==> src/rtl/hsv_match_multi_if.sv <==
// Pixel stream into hsv_match_multi and the per-pixel match results coming out.
interface hsv_match_multi_if #(
   parameter int NUM_REF = 4,
   parameter int DW      = 8
);
   logic               in_valid;
   logic               in_vs;
   logic               in_hs;
   logic [3*DW-1:0]    in_hsv;
   logic               out_valid;
   logic               out_vs;
   logic               out_hs;
   logic               out_bin;
   logic [NUM_REF-1:0] out_match;
   logic [2:0]         out_idx;

   modport master (output in_valid, in_vs, in_hs, in_hsv,
                   input  out_valid, out_vs, out_hs, out_bin, out_match, out_idx);
   modport slave  (input  in_valid, in_vs, in_hs, in_hsv,
                   output out_valid, out_vs, out_hs, out_bin, out_match, out_idx);
endinterface

==> src/rtl/hsv_match_multi.sv <==
// Three-stage multi-target HSV matcher with frame-synchronous shadow/active
// target banks and on-line learn capture of a target colour at a pixel position.
module hsv_match_multi #(
   parameter int NUM_REF  = 4,
   parameter int DW       = 8,
   parameter int HUE_MOD  = 256,
   parameter int H_SHIFT  = 1,
   parameter int SV_SHIFT = 2,
   parameter int XW       = 11,
   parameter int YW       = 11
) (
   input  logic                 clk,
   input  logic                 rst_n,
   hsv_match_multi_if.slave     vid,
   input  logic                 cfg_we,
   input  logic [2:0]           cfg_idx,
   input  logic [3*DW-1:0]      cfg_hsv,
   input  logic                 cfg_en,
   input  logic [DW+1:0]        thr_sum,
   input  logic [DW-1:0]        thr_h,
   input  logic [DW-1:0]        thr_s,
   input  logic [DW-1:0]        thr_v,
   input  logic                 learn_req,
   input  logic [2:0]           learn_idx,
   input  logic [XW-1:0]        learn_x,
   input  logic [YW-1:0]        learn_y,
   output logic                 learn_busy,
   output logic                 learn_done
);
   localparam logic [2:0]  IDX_MASK = 3'((1 << $clog2(NUM_REF)) - 1);
   localparam logic [DW:0] HMOD     = (DW+1)'(HUE_MOD);
   localparam logic [DW:0] HALF     = (DW+1)'(HUE_MOD / 2);

   typedef struct packed {
      logic [DW+1:0] sum;
      logic [DW-1:0] h;
      logic [DW-1:0] s;
      logic [DW-1:0] v;
   } thr_t;

   function automatic logic [DW-1:0] absdiff(input logic [DW-1:0] a, input logic [DW-1:0] b);
      return (a > b) ? (a - b) : (b - a);
   endfunction

   logic          vs_d, hs_d, swap_q, line_seen;
   logic          vs_rise, hs_rise, learn_hit;
   logic [XW-1:0] x_cnt, l_x;
   logic [YW-1:0] y_cnt, l_y;
   logic [2:0]    l_idx, cfg_sel;

   logic [NUM_REF-1:0][3*DW-1:0] sh_hsv, act_hsv;
   logic [NUM_REF-1:0]           sh_en, act_en;
   thr_t                         act_thr;

   assign vs_rise   = vid.in_vs & ~vs_d;
   assign hs_rise   = vid.in_hs & ~hs_d;
   assign cfg_sel   = cfg_idx & IDX_MASK;
   assign learn_hit = learn_busy & vid.in_valid & (x_cnt == l_x) & (y_cnt == l_y);

   // The first hs after vs opens line 0; later hs rising edges advance y.
   always_ff @(posedge clk or negedge rst_n) begin
      if (!rst_n) begin
         vs_d      <= 1'b0;
         hs_d      <= 1'b0;
         swap_q    <= 1'b0;
         line_seen <= 1'b0;
         x_cnt     <= '0;
         y_cnt     <= '0;
      end else begin
         vs_d   <= vid.in_vs;
         hs_d   <= vid.in_hs;
         swap_q <= vs_rise;
         if (vid.in_hs)
            x_cnt <= '0;
         else if (vid.in_valid)
            x_cnt <= x_cnt + XW'(1);
         if (vid.in_vs) begin
            y_cnt     <= '0;
            line_seen <= 1'b0;
         end else if (hs_rise) begin
            if (line_seen)
               y_cnt <= y_cnt + YW'(1);
            line_seen <= 1'b1;
         end
      end
   end

   // Learn capture overrides a same-cycle cfg write to the same target.
   always_ff @(posedge clk or negedge rst_n) begin
      if (!rst_n) begin
         learn_busy <= 1'b0;
         learn_done <= 1'b0;
         l_idx      <= '0;
         l_x        <= '0;
         l_y        <= '0;
         sh_hsv     <= '0;
         sh_en      <= '0;
         act_hsv    <= '0;
         act_en     <= '0;
         act_thr    <= '0;
      end else begin
         learn_done <= learn_hit;
         if (learn_req) begin
            learn_busy <= 1'b1;
            l_idx      <= learn_idx & IDX_MASK;
            l_x        <= learn_x;
            l_y        <= learn_y;
         end else if (learn_hit) begin
            learn_busy <= 1'b0;
         end
         for (int i = 0; i < NUM_REF; i++) begin
            if (learn_hit && l_idx == 3'(i)) begin
               sh_hsv[i] <= vid.in_hsv;
               sh_en[i]  <= 1'b1;
            end else if (cfg_we && cfg_sel == 3'(i)) begin
               sh_hsv[i] <= cfg_hsv;
               sh_en[i]  <= cfg_en;
            end
         end
         if (swap_q) begin
            act_hsv <= sh_hsv;
            act_en  <= sh_en;
            act_thr <= {thr_sum, thr_h, thr_s, thr_v};
         end
      end
   end

   logic [NUM_REF-1:0][DW-1:0]   dh_n, ds_n, dv_n, dh_s1, ds_s1, dv_s1;
   logic [NUM_REF-1:0][DW-1:0]   wh_n, ws_n, wv_n, wh_s2, ws_s2, wv_s2;
   logic [NUM_REF-1:0][DW+1:0]   sum_n, sum_s2;
   logic [NUM_REF-1:0]           en_s1, en_s2, match_n;
   logic [2:0]                   idx_n;
   thr_t                         thr_s1, thr_s2;
   logic                         v_s1, vs_s1, hs_s1, v_s2, vs_s2, hs_s2;

   always_comb begin
      dh_n = '0;
      ds_n = '0;
      dv_n = '0;
      for (int i = 0; i < NUM_REF; i++) begin
         dh_n[i] = absdiff(act_hsv[i][3*DW-1 -: DW], vid.in_hsv[3*DW-1 -: DW]);
         if ({1'b0, dh_n[i]} > HALF)
            dh_n[i] = DW'(HMOD - {1'b0, dh_n[i]});
         ds_n[i] = absdiff(act_hsv[i][2*DW-1 -: DW], vid.in_hsv[2*DW-1 -: DW]);
         dv_n[i] = absdiff(act_hsv[i][DW-1:0], vid.in_hsv[DW-1:0]);
      end
   end

   always_comb begin
      wh_n  = '0;
      ws_n  = '0;
      wv_n  = '0;
      sum_n = '0;
      for (int i = 0; i < NUM_REF; i++) begin
         wh_n[i]  = dh_s1[i] >> H_SHIFT;
         ws_n[i]  = ds_s1[i] >> SV_SHIFT;
         wv_n[i]  = dv_s1[i] >> SV_SHIFT;
         sum_n[i] = {2'b00, wh_n[i]} + {2'b00, ws_n[i]} + {2'b00, wv_n[i]};
      end
   end

   always_comb begin
      match_n = '0;
      idx_n   = '0;
      for (int i = 0; i < NUM_REF; i++)
         match_n[i] = en_s2[i] && (sum_s2[i] <= thr_s2.sum) && (wh_s2[i] <= thr_s2.h)
                      && (ws_s2[i] <= thr_s2.s) && (wv_s2[i] <= thr_s2.v);
      for (int i = NUM_REF - 1; i >= 0; i--)
         if (match_n[i])
            idx_n = 3'(i);
   end

   // Enables and thresholds travel with the pixel so a bank swap never splits one.
   always_ff @(posedge clk or negedge rst_n) begin
      if (!rst_n) begin
         dh_s1 <= '0; ds_s1 <= '0; dv_s1 <= '0; en_s1 <= '0; thr_s1 <= '0;
         v_s1  <= 1'b0; vs_s1 <= 1'b0; hs_s1 <= 1'b0;
         wh_s2 <= '0; ws_s2 <= '0; wv_s2 <= '0; sum_s2 <= '0; en_s2 <= '0; thr_s2 <= '0;
         v_s2  <= 1'b0; vs_s2 <= 1'b0; hs_s2 <= 1'b0;
         vid.out_valid <= 1'b0;
         vid.out_vs    <= 1'b0;
         vid.out_hs    <= 1'b0;
         vid.out_bin   <= 1'b0;
         vid.out_match <= '0;
         vid.out_idx   <= '0;
      end else begin
         dh_s1  <= dh_n;
         ds_s1  <= ds_n;
         dv_s1  <= dv_n;
         en_s1  <= act_en;
         thr_s1 <= act_thr;
         v_s1   <= vid.in_valid;
         vs_s1  <= vid.in_vs;
         hs_s1  <= vid.in_hs;
         wh_s2  <= wh_n;
         ws_s2  <= ws_n;
         wv_s2  <= wv_n;
         sum_s2 <= sum_n;
         en_s2  <= en_s1;
         thr_s2 <= thr_s1;
         v_s2   <= v_s1;
         vs_s2  <= vs_s1;
         hs_s2  <= hs_s1;
         vid.out_valid <= v_s2;
         vid.out_vs    <= vs_s2;
         vid.out_hs    <= hs_s2;
         vid.out_bin   <= v_s2 & (|match_n);
         vid.out_match <= v_s2 ? match_n : '0;
         vid.out_idx   <= v_s2 ? idx_n : '0;
      end
   end
endmodule

==> src/flat_wrapper.sv <==
// flat-port wrapper written by rule: the top's interface ports become plain ports
module hsv_match_multi_flat 
#(
   parameter int NUM_REF  = 4,
   parameter int DW       = 8,
   parameter int HUE_MOD  = 256,
   parameter int H_SHIFT  = 1,
   parameter int SV_SHIFT = 2,
   parameter int XW       = 11,
   parameter int YW       = 11
)
  (clk, rst_n, cfg_we, cfg_idx, cfg_hsv, cfg_en, thr_sum, thr_h, thr_s, thr_v, learn_req, learn_idx, learn_x, learn_y, learn_busy, learn_done, vid_in_valid, vid_in_vs, vid_in_hs, vid_in_hsv, vid_out_valid, vid_out_vs, vid_out_hs, vid_out_bin, vid_out_match, vid_out_idx);
  hsv_match_multi_if #(.NUM_REF(NUM_REF), .DW(DW)) vid_i ();
  input  logic clk;
  input  logic rst_n;
  input  logic cfg_we;
  input  logic [2:0] cfg_idx;
  input  logic [3*DW-1:0] cfg_hsv;
  input  logic cfg_en;
  input  logic [DW+1:0] thr_sum;
  input  logic [DW-1:0] thr_h;
  input  logic [DW-1:0] thr_s;
  input  logic [DW-1:0] thr_v;
  input  logic learn_req;
  input  logic [2:0] learn_idx;
  input  logic [XW-1:0] learn_x;
  input  logic [YW-1:0] learn_y;
  output logic learn_busy;
  output logic learn_done;
  input wire logic [$bits(vid_i.in_valid)-1:0] vid_in_valid;
  input wire logic [$bits(vid_i.in_vs)-1:0] vid_in_vs;
  input wire logic [$bits(vid_i.in_hs)-1:0] vid_in_hs;
  input wire logic [$bits(vid_i.in_hsv)-1:0] vid_in_hsv;
  output wire logic [$bits(vid_i.out_valid)-1:0] vid_out_valid;
  output wire logic [$bits(vid_i.out_vs)-1:0] vid_out_vs;
  output wire logic [$bits(vid_i.out_hs)-1:0] vid_out_hs;
  output wire logic [$bits(vid_i.out_bin)-1:0] vid_out_bin;
  output wire logic [$bits(vid_i.out_match)-1:0] vid_out_match;
  output wire logic [$bits(vid_i.out_idx)-1:0] vid_out_idx;
  assign vid_i.in_valid = vid_in_valid;
  assign vid_i.in_vs = vid_in_vs;
  assign vid_i.in_hs = vid_in_hs;
  assign vid_i.in_hsv = vid_in_hsv;
  assign vid_out_valid = vid_i.out_valid;
  assign vid_out_vs = vid_i.out_vs;
  assign vid_out_hs = vid_i.out_hs;
  assign vid_out_bin = vid_i.out_bin;
  assign vid_out_match = vid_i.out_match;
  assign vid_out_idx = vid_i.out_idx;
  hsv_match_multi #(.NUM_REF(NUM_REF), .DW(DW), .HUE_MOD(HUE_MOD), .H_SHIFT(H_SHIFT), .SV_SHIFT(SV_SHIFT), .XW(XW), .YW(YW)) u_core (.clk(clk), .rst_n(rst_n), .vid(vid_i), .cfg_we(cfg_we), .cfg_idx(cfg_idx), .cfg_hsv(cfg_hsv), .cfg_en(cfg_en), .thr_sum(thr_sum), .thr_h(thr_h), .thr_s(thr_s), .thr_v(thr_v), .learn_req(learn_req), .learn_idx(learn_idx), .learn_x(learn_x), .learn_y(learn_y), .learn_busy(learn_busy), .learn_done(learn_done));
endmodule
==> config.mk <==
export PLATFORM = sky130hd
export DESIGN_NAME = hsv_match_multi_flat
export DESIGN_NICKNAME = d
export VERILOG_FILES = /design/src/rtl/hsv_match_multi_if.sv /design/src/rtl/hsv_match_multi.sv /design/src/flat_wrapper.sv
export SDC_FILE = /design/constraint.sdc
export NUM_CORES = 1
export LEC_CHECK = 0
export ABC_CLOCK_PERIOD_IN_PS = 7620
export BUFFER_PORTS_ARGS = -buffer_cell sky130_fd_sc_hd__buf_4
export CAP_MARGIN = 10
export CORE_MARGIN = 5
export CORE_UTILIZATION = 29
export CTS_CLUSTER_SIZE = 28
export DETAILED_ROUTE_END_ITERATION = 6
export GPL_ROUTABILITY_DRIVEN = 0
export GPL_TIMING_DRIVEN = 0
export SLEW_MARGIN = 5
export SYNTH_ARGS = -nofsm -noshare
export SYNTH_HDL_FRONTEND = slang
export SYNTH_SLANG_ARGS = --single-unit
==> constraint.sdc <==
create_clock -name clk -period 7.62 [get_ports clk]
set_clock_uncertainty 0.15 [all_clocks]
set_input_delay 0.762 -clock clk [delete_from_list [all_inputs] [get_ports clk]]
set_output_delay 0.762 -clock clk [all_outputs]
set_load 0.05 [all_outputs]
==> flow_summary.json <==
{
  "status": "complete, no violations",
  "grt.overflow.total": 0,
  "leakage_nw": 16.90,
  "coreArea_um2": 103800,
  "num_rows": 118,
  "cts_resized": 0,
  "dp_slack_ns": 3.036,
  "p_int_mw": 8.361,
  "power_density_nw_per_um2": 371.4,
  "critPathBufInv": 2,
  "synth_area_um2": 30380,
  "grt_pass1_wl_um": 125500,
  "p_clk_share_pct": 24.8,
  "cts_tree": "done",
  "ys_seq_area_share_pct": 46.45,
  "r2r-end": "u_core.dh_s1[29]$_DFF_PN0_",
  "cts-root-buf": "clkbuf_16",
  "synth_cell_types": 81,
  "rsz0062_at_grt": "no",
  "antenna_found_initial": 16,
  "numPortBuffers": 126,
  "grt_pass1_vias": 21170,
  "syn_nets": 3299,
  "firstDrtPassIters": 5,
  "grt_use_total_pct": 14.53,
  "synth-edff-count": 0,
  "die_area_um2": 111300,
  "drv_cap": 0,
  "post_cts_buffers": 0,
  "clk_pin_slew_ns": 0.06,
  "ff2ff_path_depth": 13,
  "pin_count": 131,
  "path_common_cell": "a21o_1",
  "setup_ws_ns": 3.617,
  "syn_area_per_cell_um2": 10.78,
  "total_power_mw": 13.19,
  "clock_path_buffers": 3,
  "yosys_warnings": 0,
  "die_y_um": 333.7,
  "grt_max_degree": 89,
  "final_cell_mix": "dfrtp_1, ha_1, inv_1, a21oi_1, nor2_1",
  "die_w_um": 333.7,
  "hold_buffers": 0,
  "async_reset_ff_share_pct": 100.0,
  "tightest_slew_ns": 1.003,
  "wl_per_cell_um": 18.34,
  "areaGrowthSynthToFinish_pct": 16.87,
  "finalHoldViolations": 0,
  "slowest_stage": "xnor2_1",
  "drt-initial-drc-count": 1409,
  "drive_gt1_share_pct": 12.09,
  "slew_viol_final": 0,
  "syn_inst": 2819,
  "p_sw_mw": 4.828,
  "layout_commonest_cell": "dfrtp_1",
  "avgViaCountPerCell": 4.699,
  "max_freq_mhz": 249.8,
  "path_max_fanout": 13,
  "pwr-share-comb_pct": 41.7,
  "seqPwrFrac_pct": 33.5,
  "final_util_pct": 34.21,
  "period_share_pct": 52.53,
  "whs_ns": 0.01724,
  "drc_errors": 0,
  "clk_latency_ns": 0.61,
  "period_needed_ns": 4.003,
  "regToRegSetupSlack_ns": 3.84,
  "crit_family": "compound AO/OA/AOI/OAI gates",
  "tns_ns": 0,
  "hold_path.class": "input pin to async pin",
  "layout.nets": 3499,
  "ant_nets": 0,
  "critPathLaunchType": "input pin",
  "endpoint_kind": "flop",
  "h-tree-depth": 3,
  "setup_violations": 0,
  "r2r-start": "u_core.act_hsv[88]$_DFFE_PN0P_",
  "cts_made_buffers": 66,
  "path_cells": "buf_4, inv_1, fa_1, a21o_1, a221oi_4, o31ai_4, a2111oi_0, a21oi_1, xnor2_1, a21o_1, nor2_1, mux2_2",
  "wl_um": 81770,
  "numClockSinks": 564,
  "vias": 20950,
  "critical_path_class": "input pin to flop",
  "start_util_pct": 29.27,
  "synth_ff_type": "dfrtp_1",
  "sw_frac_of_total_pct": 36.61,
  "ir_drop_mv": 0.1818,
  "relSlewSlack_pct": 32.20,
  "worstPathArrival_ns": 4.34,
  "ys_ff_latch": 564,
  "slowest_delay_ns": 0.62,
  "dpl.hpwl_um": 63220,
  "cp.required_ns": 7.96
}
final cells by class:
cell class | instances | area (µm²)
tap | 1380 | 1727
clock buffer | 89 | 1901
fill | 10340 | 68280
antenna | 11 | 27.53
buffer | 79 | 336.6
sequential | 564 | 14110
inverter | 246 | 923.4
multi-input combinational | 1930 | 15010
timing repair buffer | 132 | 1119
clock inverter | 28 | 350.3
metrics by stage:
stage	instances	instance area, µm²
2_1_floorplan	2819	30380
3_3_place_gp	4325	33060
3_5_place_dp	4331	33230
4_1_cts	4448	35480
5_1_grt	4451	35490
6_report	4459	35510
cells by family after synthesis:
kind of cell / count (synthesis) / synth area share (%)
adder cells (fa/ha/maj): 362 / 15.30
multiplexers: 235 / 8.141
flip-flops: 564 / 46.45
AO/OA/AOI/OAI: 635 / 12.93
buffers and inverters: 325 / 4.143
other: 1 / 0.01234
AND/OR/NAND/NOR: 535 / 8.302
XOR/XNOR: 162 / 4.719
state kept, by name, indices dropped and copies added, names as in the netlist, 11 cells and up:
register	flops
u_core.x_cnt	11
u_core.l_y	11
u_core.act_hsv	96
u_core.l_x	11
u_core.dv_s1	24
u_core.thr_s1	34
u_core.sum_s2	36
u_core.thr_s2	34
u_core.sh_hsv	96
u_core.y_cnt	11
u_core.wv_s2	24
u_core.wh_s2	28
u_core.ws_s2	24
u_core.dh_s1	28
u_core.ds_s1	24
u_core.act_thr	34
Yosys cell counts (10+ instances only):
cell | number | area share (%)
fa_1 | 16 | 1.1
and3_1 | 13 | 0.27
a221o_1 | 11 | 0.36
mux2i_1 | 141 | 4.6
nand2b_1 | 20 | 0.41
xnor2_1 | 108 | 3.1
a21o_1 | 66 | 1.6
xor2_1 | 52 | 1.5
nand3_1 | 20 | 0.33
nand2_1 | 135 | 1.7
o21a_1 | 20 | 0.49
nor2_1 | 206 | 2.5
o21ai_0 | 168 | 2.8
o211ai_1 | 14 | 0.35
nor2b_1 | 46 | 0.95
mux2_2 | 92 | 3.4
clkbuf_1 | 68 | 0.84
a21boi_0 | 10 | 0.25
inv_1 | 246 | 3.0
dfrtp_1 | 564 | 46
a21oi_1 | 237 | 3.9
nand4_1 | 46 | 0.95
ha_1 | 346 | 14
o21bai_1 | 21 | 0.52
routing by layer:
| layer | wire [µm] | GRT usage, % |
|---|---|---|
| met2 | 37560 | 23.65 |
| met4 | 3775 | 6.385 |
| met3 | 4117 | 3.043 |
| met1 | 36250 | 18.73 |
| met5 | 68 | 0 |
power groups by stage:
stage	Sequential (mW)	Clock (mW)	Combinational [mW]
floorplan	4.26	0	4.15
global placement	4.47	0	5.35
detailed placement	4.49	0	5.49
CTS	4.43	3.36	5.53
global route	4.51	3.48	6.20
finish	4.42	3.27	5.50
how the worst max path moves through the flow:
stage | end | cells past startpoint | slack, ns | start
5_1_grt | u_core.dh_s1[29]$_DFF_PN0_ | 12 | 3.50 | vid_in_hsv[17]
2_1_floorplan | u_core.dh_s1[27]$_DFF_PN0_ | 11 | 3.91 | vid_in_hsv[17]
3_5_place_dp | u_core.dh_s1[29]$_DFF_PN0_ | 12 | 3.04 | vid_in_hsv[17]
4_1_cts | u_core.dh_s1[29]$_DFF_PN0_ | 12 | 3.70 | vid_in_hsv[17]
6_report | u_core.dh_s1[29]$_DFF_PN0_ | 12 | 3.62 | vid_in_hsv[17]
3_3_place_gp | u_core.thr_s2[15]$_DFF_PN0_ | 1 | -0.67 | rst_n
No activity file was read; power rests on OpenSTA's default activity.
